### src/rtl/avalon_st_packetizer_if.sv
// Avalon-ST streaming interface: data/valid/sop/eop/empty from master, rdy from slave.
interface avalon_st_if #(
  parameter int DATA_WIDTH_IN_BYTES = 4
) ();
  localparam int EMPTY_W = (DATA_WIDTH_IN_BYTES > 1) ? $clog2(DATA_WIDTH_IN_BYTES) : 1;

  logic [8*DATA_WIDTH_IN_BYTES-1:0] data;
  logic                             valid;
  logic                             sop;
  logic                             eop;
  logic [EMPTY_W-1:0]               empty;
  logic                             rdy;

  modport master (output data, output valid, output sop, output eop, output empty, input rdy);
  modport slave  (input data, input valid, input sop, input eop, input empty, output rdy);
endinterface

### src/rtl/avalon_st_packetizer.sv
// Frames a flat payload word stream into Avalon-ST packets from a byte-length command.
// Zero-latency pass-through datapath; framing comes from a remaining-bytes counter.
module avalon_st_packetizer #(
  parameter int DATA_WIDTH_IN_BYTES = 4,
  parameter int LEN_W               = 16
) (
  input  logic                             clk,
  input  logic                             rst,
  input  logic                             len_valid,
  input  logic [LEN_W-1:0]                 len_bytes,
  output logic                             len_rdy,
  input  logic                             data_in_valid,
  input  logic [8*DATA_WIDTH_IN_BYTES-1:0] data_in,
  output logic                             data_in_rdy,
  avalon_st_if.master                      msg_out,
  output logic                             len_zero_err,
  output logic                             busy
);
  localparam int EMPTY_W = (DATA_WIDTH_IN_BYTES > 1) ? $clog2(DATA_WIDTH_IN_BYTES) : 1;
  localparam logic [0:0] ST_IDLE = 1'b0;
  localparam logic [0:0] ST_SEND = 1'b1;
  localparam logic [LEN_W-1:0] BEAT_BYTES = LEN_W'(DATA_WIDTH_IN_BYTES);

  logic [0:0]       r_state;
  logic [LEN_W-1:0] r_remaining;
  logic             r_first;
  logic             r_len_zero_err;

  logic             w_send;
  logic             w_eop;
  logic             w_beat;
  logic             w_cmd_accept;
  logic [LEN_W-1:0] w_empty_full;

  assign w_send       = (r_state == ST_SEND);
  assign w_eop        = (r_remaining <= BEAT_BYTES);
  assign w_empty_full = w_eop ? (BEAT_BYTES - r_remaining) : '0;
  assign w_beat       = w_send & data_in_valid & msg_out.rdy;
  assign w_cmd_accept = ~w_send & len_valid;

  assign len_rdy      = ~w_send;
  assign busy         = w_send;
  assign len_zero_err = r_len_zero_err;
  assign data_in_rdy  = w_send & msg_out.rdy;

  // Outside SEND the bus is forced quiet so an idle link never shows stale framing.
  assign msg_out.valid = w_send & data_in_valid;
  assign msg_out.data  = w_send ? data_in : '0;
  assign msg_out.sop   = w_send & r_first;
  assign msg_out.eop   = w_send & w_eop;
  assign msg_out.empty = w_send ? w_empty_full[EMPTY_W-1:0] : '0;

  always_ff @(posedge clk) begin
    if (!rst) begin
      r_state        <= ST_IDLE;
      r_remaining    <= '0;
      r_first        <= 1'b1;
      r_len_zero_err <= 1'b0;
    end else begin
      r_len_zero_err <= w_cmd_accept && (len_bytes == '0);
      if (w_cmd_accept && (len_bytes != '0)) begin
        r_state     <= ST_SEND;
        r_remaining <= len_bytes;
        r_first     <= 1'b1;
      end
      // eop fires at remaining<=beat width, so the subtraction never underflows.
      if (w_beat) begin
        r_first <= 1'b0;
        if (w_eop) begin
          r_state     <= ST_IDLE;
          r_remaining <= '0;
        end else begin
          r_remaining <= r_remaining - BEAT_BYTES;
        end
      end
    end
  end
endmodule
### src/flat_wrapper.sv
// flat-port wrapper written by rule: the top's interface ports become plain ports
module avalon_st_packetizer_flat 
#(
  parameter int DATA_WIDTH_IN_BYTES = 4,
  parameter int LEN_W               = 16
)
  (clk, rst, len_valid, len_bytes, len_rdy, data_in_valid, data_in, data_in_rdy, len_zero_err, busy, msg_out_data, msg_out_valid, msg_out_sop, msg_out_eop, msg_out_empty, msg_out_rdy);
  avalon_st_if #(.DATA_WIDTH_IN_BYTES(DATA_WIDTH_IN_BYTES)) msg_out_i ();
  input  logic clk;
  input  logic rst;
  input  logic len_valid;
  input  logic [LEN_W-1:0] len_bytes;
  output logic len_rdy;
  input  logic data_in_valid;
  input  logic [8*DATA_WIDTH_IN_BYTES-1:0] data_in;
  output logic data_in_rdy;
  output logic len_zero_err;
  output logic busy;
  output wire logic [$bits(msg_out_i.data)-1:0] msg_out_data;
  output wire logic [$bits(msg_out_i.valid)-1:0] msg_out_valid;
  output wire logic [$bits(msg_out_i.sop)-1:0] msg_out_sop;
  output wire logic [$bits(msg_out_i.eop)-1:0] msg_out_eop;
  output wire logic [$bits(msg_out_i.empty)-1:0] msg_out_empty;
  input wire logic [$bits(msg_out_i.rdy)-1:0] msg_out_rdy;
  assign msg_out_data = msg_out_i.data;
  assign msg_out_valid = msg_out_i.valid;
  assign msg_out_sop = msg_out_i.sop;
  assign msg_out_eop = msg_out_i.eop;
  assign msg_out_empty = msg_out_i.empty;
  assign msg_out_i.rdy = msg_out_rdy;
  avalon_st_packetizer #(.DATA_WIDTH_IN_BYTES(DATA_WIDTH_IN_BYTES), .LEN_W(LEN_W)) u_core (.clk(clk), .rst(rst), .len_valid(len_valid), .len_bytes(len_bytes), .len_rdy(len_rdy), .data_in_valid(data_in_valid), .data_in(data_in), .data_in_rdy(data_in_rdy), .msg_out(msg_out_i), .len_zero_err(len_zero_err), .busy(busy));
endmodule
### config.mk
export PLATFORM = sky130hd
export DESIGN_NAME = avalon_st_packetizer_flat
export DESIGN_NICKNAME = d
export VERILOG_FILES = /design/src/rtl/avalon_st_packetizer_if.sv /design/src/rtl/avalon_st_packetizer.sv /design/src/flat_wrapper.sv
export SDC_FILE = /design/constraint.sdc
export NUM_CORES = 1
export LEC_CHECK = 0
export ABC_AREA = 1
export CAP_MARGIN = 20
export CORE_MARGIN = 1.5
export CORE_UTILIZATION = 40
export CTS_BUF_LIST = sky130_fd_sc_hd__clkbuf_2
export DETAILED_ROUTE_END_ITERATION = 16
export PLACE_DENSITY = 0.81
export SLEW_MARGIN = 10
export SYNTH_ARGS = -nofsm -noshare
export SYNTH_HDL_FRONTEND = slang
export SYNTH_SLANG_ARGS = --single-unit
### constraint.sdc
create_clock -name clk -period 1.59 [get_ports clk]
set_input_delay 0.159 -clock clk [delete_from_list [all_inputs] [get_ports clk]]
set_output_delay 0.159 -clock clk [all_outputs]
set_load 0.1 [all_outputs]
# Word-level counts from Yosys, hierarchy flattened
# Cells that the tools add are included.
# word_totals
output_inout_bits	41
reg_bits	19
# classes
n_lt_le_gt_ge	1
reduce_logical	5
n_mux	11
n_bitwise	7
n_addsub	2
# op_table
op	n
$mux 16	3
$mux 32	1
$le 16x3->1 const B	1
$logic_not 16->1	1
$reduce_bool 16->1	1
$sub 16x3->16 const B	1
$and 1x1->1	6
$mux 1	5
$mux 2	2
$logic_and 1x1->1	2
$reduce_bool 2->1	1
$sub 1x2->2 const A	1
$not 1->1	1

# Depth between registers and ports, before layout
# depth
depth_word	6
mapped_depth	11
mapped_depth_nobuf	11

# Worst setup path before layout
# No wires, ideal clock.
# synth_timing
path_type	flip-flop to output port
start	register u_core.r_state, in the netlist u_core.busy
end	output msg_out_empty[0]
path_buffers	1
slack_ps	-2462
t_arrival_ps	3893
path_stages_with_launch	4
cell_sequence	dfxtp_1 buf_4 inv_1 nor3_1
# synth_between
elab_chain_cells	1
# synth_rtl
element	line	source
start: declaration	avalon_st_packetizer.sv:24	logic [0:0] r_state;
start signal: assignment	avalon_st_packetizer.sv:55	r_state <= ST_IDLE;
start signal: assignment	avalon_st_packetizer.sv:62	r_state <= ST_SEND;
start signal: assignment	avalon_st_packetizer.sv:70	r_state <= ST_IDLE;
$mux 2	avalon_st_packetizer.sv:51	assign msg_out.empty = w_send ? w_empty_full[EMPTY_W-1:0] : '0;
end: declaration	flat_wrapper.sv:23	output wire logic [$bits(msg_out_i.empty)-1:0] msg_out_empty;
# No other way between the ends.

# Worst setup path after layout
# layout_timing
start	register u_core.r_remaining[12]
end	output msg_out_empty[1]
# layout_between
elab_chain_cells	3
# layout_rtl
element	line	source
start: declaration	avalon_st_packetizer.sv:25	logic [LEN_W-1:0] r_remaining;
start signal: assignment	avalon_st_packetizer.sv:63	r_remaining <= len_bytes;
start signal: assignment	avalon_st_packetizer.sv:73	r_remaining <= r_remaining - BEAT_BYTES;
$le 16x3->1	avalon_st_packetizer.sv:36	assign w_eop = (r_remaining <= BEAT_BYTES);
$mux 2	avalon_st_packetizer.sv:37	assign w_empty_full = w_eop ? (BEAT_BYTES - r_remaining) : '0;
$mux 2	avalon_st_packetizer.sv:51	
# No other way between the ends.

==> flow_metrics.env <==
export IMPL_grt_pass1_vias=2122
export IMPL_syn_avg_cell_area_sq_um=5.49
export IMPL_clock_path_buffers=2
export IMPL_cp_max_fo=5
export IMPL_status="complete, but fails checks"
export IMPL_r2r_slack_ns=-0.19
export IMPL_num_rows=23
export IMPL_rsz0062_at_grt="true"
export IMPL_timing_rr_end="u_core.r_remaining[9]$_SDFFE_PN0P_"
export IMPL_netlist_instances=299
export IMPL_regArea_sq_um=405
export IMPL_failed_checks="setup timing"
export IMPL_finalNetCount=480
export IMPL_worst_hold_path_type="input port to flip-flop"
export IMPL_preCtsSetupSlack_ns=-0.0308
export IMPL_grt_pass1_wl_mm=9.78
export IMPL_diodes=0
export IMPL_synth_enable_flop_cells=0
export IMPL_use_met2_pct=52.6
export IMPL_setup_viol=27
export IMPL_clk_pin_slew_ns=0.23
export IMPL_timing_hold_violations_final=0
export IMPL_drive_gt1_share_pct=41.6
export IMPL_drt_iter0_markers=492
export IMPL_ios=94
export IMPL_yosysSeqAreaShare_pct=23.2
export IMPL_crit_chain="nor2_1 > nand2_1 > nor2_4 > nand2_8 > nor3b_4 > buf_12"
export IMPL_period_share_pct=124
export IMPL_post_route_min_period_ns=1.98
export IMPL_gp_congestion=0.941
export IMPL_slew_viol_final=0
export IMPL_clock_skew_ns=0.0219
export IMPL_peakVddDrop_v=0.000637
export IMPL_cp_slowest_stage_delay_ns=0.44
export IMPL_die_h_microns=67.0
export IMPL_dieArea_sq_um=4490
export IMPL_dp_final_hpwl_mm=4.85
export IMPL_h_tree_depth=1
export IMPL_hold_buffers=0
export IMPL_final_util_pct=92.8
export IMPL_start_util_pct=41.3
export IMPL_syn_to_final_growth_pct=125
export IMPL_syn_cell_area_sq_um=1640
export IMPL_antenna_found_initial=0
export IMPL_fin_ws_ns=-0.386
export IMPL_reg2reg_from="u_core.r_remaining[12]$_SDFFE_PN0P_"
export IMPL_cts_root_buf="clkbuf_2"
export IMPL_grt_start_max_net_pins=23
export IMPL_worstHoldStart="len_bytes[0]"
export IMPL_syn_nets=355
export IMPL_yosysWarningCount=0
export IMPL_yosysTopAreaCell="dfxtp_1"
export IMPL_post_route_drc_count=0
export IMPL_synthArstFlopShare_pct=0
export IMPL_drtPass1Iterations=6
export IMPL_core_sq_um=3970
export IMPL_cpMaxStageDelayCell="dfxtp_1"
export IMPL_crit_type="flip-flop to output port"
export IMPL_synth_commonest_cells="90 x nand2_1, 59 x inv_1, 47 x nor2_1"
export IMPL_whs_path_depth=3
export IMPL_vias_per_cell=5.67
export IMPL_crit_buf_inv=1
export IMPL_cts_tree="done"
export IMPL_max_freq_mhz=506
export IMPL_overflow=0
export IMPL_ff2ff_path_depth=11
export IMPL_crit_required_ns=1.43
export IMPL_ys_ff_latch=19
export IMPL_finalSetupTns_ns=-2.05
export IMPL_worstSkewPairLatency_ns=0.36
export IMPL_grt_busiest_layer="met2"
export IMPL_drv_cap=0
export IMPL_worstPathArrival_ns=1.82
export IMPL_synth_ff_type="dfxtp_1"
export IMPL_yosysUniqueCellTypes=25
export IMPL_p_per_area_nw_per_um2=685
export IMPL_routed_wl_mm=9.42
export IMPL_startpoint_type="flip-flop"
export IMPL_whs_ns=0.415
export IMPL_cpLargestDelayFamily="simple AND/OR/NAND/NOR gates"
export IMPL_grtUsageMet3_pct=4.39
export IMPL_port_buffers=93
export IMPL_multi_input_area_sq_um=1160
export IMPL_numCtsBuffers=3
export IMPL_synth_most_common_cell="nand2_1"
export IMPL_use_met1_pct=33.7
export IMPL_grtUsageTotal_pct=29.1
export IMPL_leakage_nw=1.61
export IMPL_wl_per_cell_microns=19.9
export IMPL_worstSetupEndpointType="output port"
export IMPL_fillCellCount=143
export IMPL_via_count=2683
export IMPL_synth_area_leaders="dfxtp_1 23%, nand2_1 21%, inv_1 14%, nor2_1 11%, nand3_1 9.8%"
export IMPL_ant_nets=0
export IMPL_hold_path_end="u_core.r_remaining[0]$_SDFFE_PN0P_"
export IMPL_cts_sinks=19
export IMPL_maxSlewHeadroom_pct=63.6
export IMPL_die_width_microns=67.0
export IMPL_tightest_slew_ns=0.541
export IMPL_synth_top_area_share_pct=23.2
==> metrics by stage <==
step / instances / area [sq um] / total power [mW]
final: 473 / 3680 / 2.52
after global routing: 473 / 3680 / 2.58
after CTS: 463 / 3470 / 2.30
after detailed placement: 455 / 3300 / 2.00
after global placement: 455 / 3300 / 1.97
after floorplan: 299 / 1780 / 1.44
==> report_power, final <==
part / switching (mW) / leakage (nW) / internal [mW] / total, mW
sequential: 0.0480 / 0.161 / 0.513 / 0.561
combinational: 1.06 / 1.43 / 0.650 / 1.71
clock: 0.184 / 0.0166 / 0.0664 / 0.251
total: 1.29 / 1.61 / 1.23 / 2.52
==> sequential cells by signal (all words and copies together) (netlist names) <==
name and cells:
u_core.len_zero_err 1, u_core.busy 1, u_core.r_first 1, u_core.r_remaining 16
==> cell usage in the layout (no fill, tap or decap) <==
cell type         n
a21oi_1           8
a21oi_2           1
buf_12           42
buf_4            31
buf_6             2
buf_8             1
clkbuf_16         2
clkbuf_2          4
clkdlybuf4s50_1  52
clkinv_1          1
clkinvlp_4       32
dfxtp_1           9
dfxtp_2           5
dfxtp_4           5
ha_4              3
inv_1            19
inv_2             9
inv_4             1
nand2_1          70
nand2_2          12
nand2_4          12
nand2_8           1
nand3_1          32
nand3_2           1
nand4_1           5
nor2_1           43
nor2_2            4
nor2_4            6
nor3_1            1
nor3_4            1
nor3b_4           1
nor4_1            1
o21ai_0           3
o21bai_1          1
xor2_1            2
==> metal layers <==
| layer | share of wire [%] | vias to the layer above |
|---|---|---|
| met2 | 50 | 257 |
| met1 | 32 | 1194 |
| li1 | - | 1148 |
| met5 | 0 | - |
| met4 | 7.4 | 0 |
| met3 | 10 | 84 |
==> worst reg2reg max path: stages (launching register included) <==
cell and delay, ns:
dfxtp_1 0.44, nor2_1 0.16, nand2_1 0.12, nor2_4 0.21, nand2_8 0.09, buf_4 0.20
nand2_2 0.09, inv_2 0.07, nand2_1 0.09, nand3_1 0.11, nand2_1 0.10, inv_1 0.04
==> worst max path at each step <==
stage	startpoint	endpoint	slack (ns)	cells after the start
final	u_core.r_remaining[12]$_SDFFE_PN0P_	msg_out_empty[1]	-0.39	6
after global routing	u_core.r_remaining[12]$_SDFFE_PN0P_	msg_out_empty[1]	-0.39	6
after CTS	u_core.r_remaining[3]$_SDFFE_PN0P_	msg_out_empty[1]	-0.22	7
after detailed placement	len_bytes[10]	u_core.r_remaining[2]$_SDFFE_PN0P_	-0.03	11
after global placement	len_bytes[5]	u_core.r_remaining[15]$_SDFFE_PN0P_	0.01	11
after floorplan	u_core.busy$_SDFF_PN0_	msg_out_empty[1]	-0.78	3
==> what timing repair did <==
| item | in CTS | in global routing |
|---|---|---|
| buffers inserted | 4 | 7 |
| gates resized for setup | 40 | 31 |
| pin swaps | 6 | 6 |
| gates cloned | 0 | 3 |
| endpoints found under the setup margin | 21 | 44 |
==> area by class of cell <==
cell class / count / area share, %
Inverter: 62 / 9.65
Timing Repair Buffer: 130 / 45.7
Tap cell: 50 / 1.70
Multi-Input combinational cell: 208 / 31.5
Clock buffer: 4 / 0.543
Sequential cell: 19 / 11.0
==> logic make-up (layout without fill, tap and decap cells) <==
| group | after synthesis | in the layout | share of synthesized area, % |
|---|---|---|---|
| compound gates | 13 | 13 | 4.12 |
| xor+xnor | 2 | 2 | 1.07 |
| fa+ha+maj | 3 | 3 | 2.29 |
| buf+inv | 72 | 196 | 18.2 |
| flops | 19 | 19 | 23.2 |
| simple gates | 190 | 190 | 51.1 |
(Power assumes the default switching activity.)
